### config.mk
export PLATFORM = sky130hd
export DESIGN_NAME = arith_isqrt
export DESIGN_NICKNAME = d
export VERILOG_FILES = /design/src/rtl/arith_isqrt.sv
export SDC_FILE = /design/constraint.sdc
export NUM_CORES = 1
export LEC_CHECK = 0
export CORE_AREA = 2 2 79 81
export DETAILED_ROUTE_END_ITERATION = 10
export DIE_AREA = 0 0 81 83
export PLACE_DENSITY_LB_ADDON = 0.2
export SLEW_MARGIN = 5
export SYNTH_ARGS = -nofsm -noshare
export SYNTH_HDL_FRONTEND = slang
export SYNTH_SLANG_ARGS = --single-unit
export TNS_END_PERCENT = 10
### constraint.sdc
create_clock -name clk -period 4.3 [get_ports clk]
set_input_delay 0.86 -clock clk [delete_from_list [all_inputs] [get_ports clk]]
set_output_delay 0.86 -clock clk [all_outputs]
set_load 0.005 [all_outputs]
### src/rtl/arith_isqrt.sv
// arith_isqrt: radix-2 digit-recurrence integer square root, one root bit per cycle
module arith_isqrt #(
    parameter int W = 8
) (
    input  logic           clk,
    input  logic           rst_n,
    input  logic           in_valid,
    output logic           in_ready,
    input  logic [2*W+1:0] in_data,
    output logic           out_valid,
    input  logic           out_ready,
    output logic [W:0]     out_root,
    output logic [W+1:0]   out_rem,
    output logic           out_exact
);
    localparam int CW = $clog2(W + 2);
    typedef enum logic [1:0] {IDLE, CALC, DONE} state_t;
    state_t         r_state;
    logic [2*W+1:0] r_sh;
    logic [W:0]     r_root;
    logic [W+2:0]   r_rem;
    logic [CW-1:0]  r_cnt;
    logic           r_in_ready;
    logic           r_out_valid;
    logic [W:0]     r_out_root;
    logic [W+1:0]   r_out_rem;
    logic           r_out_exact;
    logic [W+2:0]   w_rem_sh;
    logic [W+2:0]   w_trial;
    logic           w_ge;
    logic [W+2:0]   w_rem_nx;
    logic [W:0]     w_root_nx;
    // Partial root stays below W bits and partial remainder below W+1 bits until the last step
    always_comb begin
        w_rem_sh  = {r_rem[W:0], r_sh[2*W+1 -: 2]};
        w_trial   = {1'b0, r_root[W-1:0], 2'b01};
        w_ge      = w_rem_sh >= w_trial;
        w_rem_nx  = w_ge ? w_rem_sh - w_trial : w_rem_sh;
        w_root_nx = {r_root[W-1:0], w_ge};
    end
    always_ff @(posedge clk or negedge rst_n) begin
        if (!rst_n) begin
            r_state     <= IDLE;
            r_sh        <= '0;
            r_root      <= '0;
            r_rem       <= '0;
            r_cnt       <= '0;
            r_in_ready  <= 1'b1;
            r_out_valid <= 1'b0;
            r_out_root  <= '0;
            r_out_rem   <= '0;
            r_out_exact <= 1'b0;
        end else begin
            case (r_state)
                IDLE: if (in_valid) begin
                    r_sh       <= in_data;
                    r_root     <= '0;
                    r_rem      <= '0;
                    r_cnt      <= CW'(W + 1);
                    r_in_ready <= 1'b0;
                    r_state    <= CALC;
                end
                CALC: begin
                    r_sh   <= {r_sh[2*W-1:0], 2'b00};
                    r_rem  <= w_rem_nx;
                    r_root <= w_root_nx;
                    r_cnt  <= r_cnt - 1'b1;
                    if (r_cnt == CW'(1)) begin
                        r_out_root  <= w_root_nx;
                        r_out_rem   <= w_rem_nx[W+1:0];
                        r_out_exact <= w_rem_nx == '0;
                        r_out_valid <= 1'b1;
                        r_state     <= DONE;
                    end
                end
                DONE: if (out_ready) begin
                    r_out_valid <= 1'b0;
                    r_in_ready  <= 1'b1;
                    r_state     <= IDLE;
                end
                default: r_state <= IDLE;
            endcase
        end
    end
    assign in_ready  = r_in_ready;
    assign out_valid = r_out_valid;
    assign out_root  = r_out_root;
    assign out_rem   = r_out_rem;
    assign out_exact = r_out_exact;
endmodule
==> results of run 1 <==
[flip-flops by register name, summed over array words and instances, names as in the netlist]
signal and count:
out_valid 1, r_rem 9, r_sh 18, r_state 2, in_ready 1, out_rem 10
r_cnt 4, out_root 9, out_exact 1, r_root 8
[cell type report]
type / count / area share
Clock buffer: 9 / 0.03097
Sequential cell: 63 / 0.3944
Clock inverter: 7 / 0.01814
Tap cell: 75 / 0.02346
Inverter: 19 / 0.01783
Timing Repair Buffer: 49 / 0.1176
Multi-Input combinational cell: 267 / 0.3976
[worst max-delay path by stage]
stage / end / slack (ps) / depth (start not counted)
2_1_floorplan: out_exact / 1950 / 7
3_3_place_gp: out_rem[7] / 1530 / 8
3_5_place_dp: out_exact / 1470 / 8
4_1_cts: out_exact / 1440 / 8
5_1_grt: out_rem[7] / 1260 / 8
6_report: out_rem[7] / 1410 / 7
[cell usage in the layout, fill, tap and decap left out, drive strengths merged, types with 3 or more instances in the layout]
cell           netlist  routed
nand2               63      63
dfrtp               62      62
o21ai               61      61
clkdlybuf4s50        0      42
inv                 19      20
and2                18      18
a31oi               17      17
a21oi               16      16
nor2                12      12
ha                  12      12
clkbuf              18       9
mux2i                8       8
nor2b                7       7
buf                  4       7
nand2b               5       5
nor3                 4       4
a211oi               4       4
mux2                 3       3
xor2                 3       3
or4                  3       3
o31ai                3       3
clkinv               0       3
[cells by family after synthesis]
group	Yosys count	share of synthesized area
simple gates	121	0.1737
compound gates	118	0.2105
flops	63	0.4741
buf+inv	41	0.04925
fa+ha+maj	12	0.04511
mux	11	0.03421
xor+xnor	5	0.01316
[power groups by stage]
stage                     clock network [mW]  registers, mW  logic [mW]
final                                  0.518           1.06        1.94
after detailed placement                   0           1.07        1.93
after CTS                              0.526           1.06        1.94
after global routing                   0.562           1.10        2.18
after floorplan                            0           1.01        1.38
after global placement                     0           1.06        1.88
[critical path, stage by stage, from the launching register on]
cell and delay (ps):
dfrtp_1 420, ha_1 380, a21oi_1 200, o21ai_0 130, a211oi_2 690, buf_4 310, mux2_2 370, mux2_2 260
[layer usage]
metal  share of wire  wire [um]  global-route usage
met4           0.025        184              0.1032
met2            0.49       3654              0.4027
met5               0          0                   0
met1            0.43       3202              0.3174
met3           0.048        353             0.05435
[per-stage QoR]
step	total power, mW	setup WS [ps]	utilization	instance area [sq um]	instances
after CTS	3.524	1443	0.6878	4000	489
after floorplan	2.388	1947	-	3328	371
after global placement	2.937	1530	0.6540	3804	473
after global routing	3.840	1262	0.6878	4000	489
final	3.514	1413	0.6878	4000	489
after detailed placement	2.997	1468	0.6540	3804	473
==> results.sh, run 1 <==
export IMPL_outcome="completed"
export IMPL_r2r_end="out_rem[7]"
export IMPL_grt_overflow=0
export IMPL_min_path_cells=2
export IMPL_nFillCells=489
export IMPL_max_slew_margin=0.4891
export IMPL_final_setup_viol_count=0
export IMPL_cts_buffers=9
export IMPL_ys_top_cells_by_area="dfrtp_1, o21ai_0, nand2_1"
export IMPL_reg2reg_from="r_rem[4]"
export IMPL_finalMaxSlewViolations=0
export IMPL_clockRootBuffer="clkbuf_8"
export IMPL_min_path_type="flop to flop"
export IMPL_place_congestion=0.9986
export IMPL_dieArea_sq_mm=0.006723
export IMPL_p_switching_mw=1.547
export IMPL_end_kind="flop"
export IMPL_hold_buffers=0
export IMPL_drtIter0Drc=172
export IMPL_ios=44
export IMPL_ys_flop_type="dfrtp_1"
export IMPL_post_cts_resized=0
export IMPL_ys_seq_area_frac=0.4741
export IMPL_intPower_mw=1.967
export IMPL_yosys_area_top_type="dfrtp_1"
export IMPL_diodes=0
export IMPL_core_rowCount=28
export IMPL_route_final_wire_length_um=7395
export IMPL_cts_max_path_buffers=2
export IMPL_fin_setup_tns_ps=0
export IMPL_r2r_cells=7
export IMPL_grt_pass1_vias=2783
export IMPL_syn_area_sq_mm=0.003328
export IMPL_fin_crit_sh=0.6714
export IMPL_core_area_sq_mm=0.005816
export IMPL_synth_commonest_cells="nand2_1, dfrtp_1, o21ai_0"
export IMPL_vias_per_cell=5.630
export IMPL_crit_fanout=9
export IMPL_min_period_ps=2887
export IMPL_cts_sinks=63
export IMPL_grt_max_degree=36
export IMPL_htree_num_levels=3
export IMPL_rsz0062_at_grt="no"
export IMPL_crit_type="flop to flop"
export IMPL_skew_ps=7.267
export IMPL_worst_pin_slew_ps=765.0
export IMPL_globalRouteTotalUtil=0.2482
export IMPL_maxCapViolCount=0
export IMPL_cp_startpoint="r_rem[4]"
export IMPL_yosysTopAreaCellShare=0.4662
export IMPL_start_kind="flop"
export IMPL_power_frac_comb=0.552
export IMPL_first_pass_iters=4
export IMPL_hold_start="r_sh[14]"
export IMPL_multi_input_area_sq_mm=0.001590
export IMPL_async_flop_share=1.000
export IMPL_grt_pass1_wl_um=13010
export IMPL_synth_edff_count=0
export IMPL_fmax_ghz=0.3464
export IMPL_yosys_cell_types_count=45
export IMPL_yosysMostFrequentCell="nand2_1"
export IMPL_yosysWarnings=0
export IMPL_die_w_um=81
export IMPL_tritoncts="done"
export IMPL_ant_nets=0
export IMPL_place_hpwl_um=5263
export IMPL_p_per_area_mw_per_mm2=878.4
export IMPL_regArea_sq_mm=0.001578
export IMPL_leakage_nw=1.718
export IMPL_syn_area_per_cell_sq_um=8.971
export IMPL_drive_above_1_share=0.07729
export IMPL_vias=2753
export IMPL_whs_endpoint="r_sh[14]"
export IMPL_synth_cells=371
export IMPL_arrival_ps=3120
export IMPL_postCtsSetupRepairBufs=0
export IMPL_swShare=0.4402
export IMPL_worstPathRequired_ps=4530
export IMPL_nets=443
export IMPL_seqPwrFrac=0.301
export IMPL_portBuffers=43
export IMPL_area_growth_pct=20.19
export IMPL_hold_viol=0
export IMPL_synth_fp_nets=405
export IMPL_worstSkewPairLatency_ps=350
export IMPL_clk_pin_slew_ps=70
export IMPL_wl_per_cell_um=15.12
export IMPL_ff2ff_setup_slack_ps=1410
export IMPL_vdd_ir_drop_max_mv=0.3519
export IMPL_grt_antenna_before_repair=0
export IMPL_ys_ff_latch=63
export IMPL_drc=0
export IMPL_die_y_um=83
export IMPL_p_clk_frac=0.147
export IMPL_start_util=0.5723
export IMPL_timing_hold_ws_ps=474.5
Note: power is estimated with default switching activity, not from simulation.
==> inputs of run 2 (changes only) <==
--- a/config.mk
+++ b/config.mk
@@ -5,9 +5,9 @@
 export SDC_FILE = /design/constraint.sdc
 export NUM_CORES = 1
 export LEC_CHECK = 0
-export CORE_AREA = 2 2 79 81
+export CORE_AREA = 2 2 81 83
 export DETAILED_ROUTE_END_ITERATION = 10
-export DIE_AREA = 0 0 81 83
+export DIE_AREA = 0 0 83 85
 export PLACE_DENSITY_LB_ADDON = 0.2
 export SLEW_MARGIN = 5
 export SYNTH_ARGS = -nofsm -noshare
==> constraint.sdc (replaced) <==
create_clock -name clk -period 2.9 [get_ports clk]
set_input_delay 0.58 -clock clk [delete_from_list [all_inputs] [get_ports clk]]
set_output_delay 0.58 -clock clk [all_outputs]
set_load 0.005 [all_outputs]
==> run 2 against run 1 <==
Power rose by 47%. Final cell count grew 0.82%. Highest routed layer unchanged. Worst setup slack got worse by 1100 ps. First-iteration DRC count up 22%. Sequential power rose by 45%. Final area is 0.59% higher. Non-clock buffer count up 3. Largest cell class unchanged. Critical path depth unchanged. Clock power grew 35%. Via count is 2.8% higher. Critical path type unchanged. Clock-buffer cell count is 3 higher.
==> results.sh, run 2 (synthesized netlist as in run 1, its figures left out) <==
export IMPL_die_y_um=85
export IMPL_fin_setup_tns_ps=0
export IMPL_p_per_area_mw_per_mm2=1287
export IMPL_p_clk_frac=0.135
export IMPL_post_place_ws_ps=413.7
export IMPL_portBuffers=43
export IMPL_skew_ps=11.84
export IMPL_tritoncts="done"
export IMPL_intPower_mw=2.928
export IMPL_globalRouteTotalUtil=0.2265
export IMPL_start_util=0.5364
export IMPL_crit_fanout=5
export IMPL_stdcell_count=493
export IMPL_start_kind="flop"
export IMPL_swShare=0.4344
export IMPL_postCtsSetupRepairBufs=0
export IMPL_r2r_end="out_exact"
export IMPL_placed_cells=478
export IMPL_cp_startpoint="r_rem[0]"
export IMPL_power_frac_comb=0.567
export IMPL_timing_hold_ws_ps=118.8
export IMPL_vias_per_cell=5.738
export IMPL_core_rowCount=29
export IMPL_cts_max_path_buffers=2
export IMPL_rsz0062_at_grt="no"
export IMPL_final_cell_mix="nand2_1, dfrtp_1, o21ai_0, clkdlybuf4s50_1, inv_1"
export IMPL_htree_num_levels=3
export IMPL_leakage_nw=1.734
export IMPL_fin_util=0.6485
export IMPL_r2r_cells=7
export IMPL_finalMaxSlewViolations=0
export IMPL_crit_type="flop to flop"
export IMPL_min_path_type="input port to asynchronous set/reset pin"
export IMPL_first_pass_iters=4
export IMPL_grt_pass1_vias=2706
export IMPL_p_switching_mw=2.249
export IMPL_p_total_mw=5.178
export IMPL_stdcell_area_sq_mm=0.004024
export IMPL_placed_area_sq_mm=0.003841
export IMPL_hold_buffers=0
export IMPL_place_congestion=0.9587
export IMPL_diodes=0
export IMPL_min_period_ps=2555
export IMPL_nFillCells=512
export IMPL_die_w_um=83
export IMPL_clk_pin_slew_ps=70
export IMPL_worstSkewPairLatency_ps=340
export IMPL_maxCapViolCount=0
export IMPL_ff2ff_setup_slack_ps=350
export IMPL_vdd_ir_drop_max_mv=0.5790
export IMPL_area_growth_pct=20.90
export IMPL_route_final_wire_length_um=7405
export IMPL_drc=0
export IMPL_outcome="completed"
export IMPL_seqPwrFrac=0.297
export IMPL_dieArea_sq_mm=0.007055
export IMPL_post_cts_resized=0
export IMPL_place_hpwl_um=5338
export IMPL_largest_register_ffs=18
export IMPL_core_area_sq_mm=0.006205
export IMPL_drive_above_1_share=0.08173
export IMPL_cts_sinks=63
export IMPL_grt_max_degree=35
export IMPL_fmax_ghz=0.3914
export IMPL_drtIter0Drc=210
export IMPL_regMostFlops="r_sh"
export IMPL_cts_buffers=9
export IMPL_hold_viol=0
export IMPL_grt_pass1_wl_um=12830
export IMPL_grt_overflow=0
export IMPL_fin_crit_sh=0.8810
export IMPL_regArea_sq_mm=0.001578
export IMPL_reg2reg_from="r_rem[0]"
export IMPL_multi_input_area_sq_mm=0.001590
export IMPL_grt_antenna_before_repair=0
export IMPL_timing_final_ws_setup_ps=345.2
export IMPL_final_common_cell="nand2_1"
export IMPL_ios=44
export IMPL_worst_pin_slew_ps=631.6
export IMPL_final_setup_viol_count=0
export IMPL_crit_path_end="out_exact"
export IMPL_vias=2829
export IMPL_ant_nets=0
export IMPL_clockRootBuffer="clkbuf_8"
export IMPL_worstPathRequired_ps=3150
export IMPL_max_slew_margin=0.5785
export IMPL_end_kind="flop"
export IMPL_arrival_ps=2810
export IMPL_nets=446
export IMPL_wl_per_cell_um=15.02
-- run 2: worst max-delay path: stages (launching register included) --
cell	delay, ps
dfrtp_1	420
ha_1	360
o21ai_0	150
a211oi_1	140
or4_1	550
a2111o_1	350
or3_1	320
o31ai_2	170
-- run 2: power by group through the flow --
stage | clock network (mW) | logic (mW) | registers, mW
after floorplan | 0 | 2.05 | 1.49
after CTS | 0.721 | 2.93 | 1.54
after global routing | 0.756 | 3.30 | 1.60
final | 0.701 | 2.94 | 1.54
after global placement | 0 | 2.85 | 1.53
after detailed placement | 0 | 2.92 | 1.55
-- run 2: how the worst min path moves through the flow --
stage	start	to	slack, ps
3_5_place_dp	r_sh[6]	r_sh[6]	470
3_3_place_gp	r_sh[14]	r_sh[14]	460
2_1_floorplan	rst_n	out_exact	280
5_1_grt	rst_n	out_root[2]	140
4_1_cts	rst_n	out_root[2]	110
6_report	rst_n	out_root[2]	120
-- run 2: final cells by class --
type / instances / share of cell area
Clock inverter: 3 / 0.004353
Tap cell: 77 / 0.02394
Clock buffer: 12 / 0.04104
Timing Repair Buffer: 52 / 0.1256
Multi-Input combinational cell: 267 / 0.3952
Inverter: 19 / 0.01772
Sequential cell: 63 / 0.3921
-- run 2: layer usage --
| metal | track usage | routed length (um) | up-vias |
|---|---|---|---|
| met4 | 0.09091 | 127 | 0 |
| met3 | 0.04669 | 370 | 12 |
| met5 | 0 | 0 | - |
| met1 | 0.2837 | 3175 | 1364 |
| met2 | 0.3864 | 3731 | 77 |
| li1 | - | - | 1376 |
==> inputs of run 3 (changes only) <==
--- a/config.mk
+++ b/config.mk
@@ -9,6 +9,7 @@
 export DETAILED_ROUTE_END_ITERATION = 10
 export DIE_AREA = 0 0 83 85
 export PLACE_DENSITY_LB_ADDON = 0.2
+export REMOVE_ABC_BUFFERS = 1
 export SLEW_MARGIN = 5
 export SYNTH_ARGS = -nofsm -noshare
 export SYNTH_HDL_FRONTEND = slang
==> run 3 against run 2 <==
Non-clock buffer count is 1 higher. Combinational power about the same. Via count is 1.2% lower. Hold slack better by 93 ps. Register-to-register slack improved by 30 ps. Clock power rose by 11%. Final cell count is 0.41% higher. Clock-buffer cell count is 1 higher. Sequential share of layout area shrank 0.13 points.
==> results.sh, run 3 (synthesized netlist as in run 1, its figures left out) <==
export IMPL_drtIter0Drc=147
export IMPL_start_util=0.5364
export IMPL_maxCapViolCount=0
export IMPL_route_final_wire_length_um=7371
export IMPL_cts_sinks=63
export IMPL_final_common_cell="nand2_1"
export IMPL_grt_pass1_vias=2674
export IMPL_dieArea_sq_mm=0.007055
export IMPL_outcome="completed"
export IMPL_stdcell_count=495
export IMPL_start_kind="flop"
export IMPL_finalMaxSlewViolations=0
export IMPL_cts_buffers=9
export IMPL_max_slew_margin=0.5514
export IMPL_r2r_end="out_exact"
export IMPL_rsz0062_at_grt="no"
export IMPL_nFillCells=508
export IMPL_grt_pass1_wl_um=12560
export IMPL_hold_viol=0
export IMPL_grt_antenna_before_repair=0
export IMPL_worstPathCellList="ha_1 -> o211a_1 -> a211oi_1 -> or4_1 -> a2111o_1 -> or3_1 -> o31ai_2"
export IMPL_nets=447
export IMPL_die_y_um=85
export IMPL_wl_per_cell_um=14.89
export IMPL_first_pass_iters=5
export IMPL_final_cell_mix="nand2_1, dfrtp_1, o21ai_0, clkdlybuf4s50_1, inv_1"
export IMPL_fin_crit_sh=0.8702
export IMPL_critPathBufInv=0
export IMPL_worst_pin_slew_ps=672.9
export IMPL_min_path_type="input port to asynchronous set/reset pin"
export IMPL_grt_max_degree=42
export IMPL_r2r_cells=7
export IMPL_core_rowCount=29
export IMPL_placed_cells=479
export IMPL_globalRouteTotalUtil=0.2197
export IMPL_grt_overflow=0
export IMPL_fin_setup_tns_ps=0
export IMPL_tritoncts="done"
export IMPL_leakage_nw=1.741
export IMPL_cts_max_path_buffers=2
export IMPL_ios=44
export IMPL_final_setup_viol_count=0
export IMPL_core_area_sq_mm=0.006205
export IMPL_slowest_delay_ps=530
export IMPL_diodes=0
export IMPL_die_w_um=83
export IMPL_vdd_ir_drop_max_mv=0.6969
export IMPL_p_per_area_mw_per_mm2=1297
export IMPL_clk_pin_slew_ps=80
export IMPL_worstSkewPairLatency_ps=350
export IMPL_area_growth_pct=21.32
export IMPL_cp_startpoint="r_rem[0]"
export IMPL_skew_ps=12.20
export IMPL_crit_path_end="out_exact"
export IMPL_end_kind="flop"
export IMPL_drc=0
export IMPL_postCtsSetupRepairBufs=0
export IMPL_post_cts_resized=0
export IMPL_place_hpwl_um=5098
export IMPL_reg2reg_from="r_rem[0]"
export IMPL_htree_num_levels=3
export IMPL_vias=2796
export IMPL_vias_per_cell=5.648
export IMPL_largest_register_ffs=18
export IMPL_place_congestion=0.9015
export IMPL_ant_nets=0
export IMPL_ff2ff_setup_slack_ps=380
export IMPL_portBuffers=43
export IMPL_cp_depth=7
export IMPL_fmax_ghz=0.3963
export IMPL_clockRootBuffer="clkbuf_8"
export IMPL_crit_fanout=5
export IMPL_crit_type="flop to flop"
export IMPL_critPathTopFamily="simple AND/OR/NAND/NOR gates"
export IMPL_crit_slowest_cell="or4_1"
export IMPL_hold_buffers=0
export IMPL_drive_above_1_share=0.08134
export IMPL_regMostFlops="r_sh"
export IMPL_worstPathRequired_ps=3150
export IMPL_arrival_ps=2780
export IMPL_min_period_ps=2523
run 3: changes by cell type in the layout (fill, tap and decap cells not counted):
cell	delta
clkbuf_8	-1
buf_12	-1
clkinv_2	-1
clkbuf_1	+2
bufinv_16	+1
buf_4	+2
run 3: cell type report:
| type | instances | area (sq um) | share of cell area |
|---|---|---|---|
| repair buffers | 53 | 500.5 | 0.1240 |
| inverters | 19 | 71.32 | 0.01766 |
| clock buffers | 13 | 158.9 | 0.03936 |
| multi-input cells | 267 | 1590 | 0.3939 |
| clock inverters | 3 | 42.54 | 0.01054 |
| well taps | 77 | 96.34 | 0.02386 |
| flip-flops and latches | 63 | 1578 | 0.3908 |
run 3: worst min path at each step:
stage | from | slack (ps) | endpoint | depth (start not counted)
after floorplan | rst_n | 280 | out_exact | 0
after detailed placement | r_sh[8] | 460 | r_sh[8] | 2
after global routing | rst_n | 250 | out_rem[1] | 2
final | rst_n | 210 | out_rem[1] | 2
after global placement | r_sh[12] | 460 | r_sh[12] | 2
after CTS | rst_n | 230 | r_sh[12] | 2
run 3: worst register-to-register path, stage by stage (launching register included):
cell and delay (ps):
dfrtp_1 430, ha_1 380, o211a_1 200, a211oi_1 60
or4_1 530, a2111o_1 340, or3_1 320, o31ai_2 180
run 3: per-stage QoR:
stage                     hold WS [ps]  setup WS, ps  cell area (sq um)  total power [mW]    util
after global placement           455.1         470.1               3836             4.375  0.6183
final                            211.5         376.5               4038             5.235  0.6507
after detailed placement         462.6         406.9               3836             4.455  0.6183
after CTS                        225.1         381.0               4038             5.250  0.6507
after floorplan                  284.4         176.1               3236             3.474       -
after global routing             250.0         257.5               4038             5.694  0.6507
run 3: layer usage:
layer | wire length (um) | GRT usage
met2 | 3602 | 0.3702
met3 | 288 | 0.03988
met1 | 3355 | 0.2844
met4 | 125 | 0.08495
met5 | 0 | 0
run 3: report_power, final:
| part | switching, mW | internal, mW | leakage, nW |
|---|---|---|---|
| Sequential | 0.272 | 1.28 | 0.788 |
| Clock | 0.338 | 0.443 | 0.0996 |
| Combinational | 1.64 | 1.27 | 0.853 |
| Total | 2.25 | 2.99 | 1.74 |
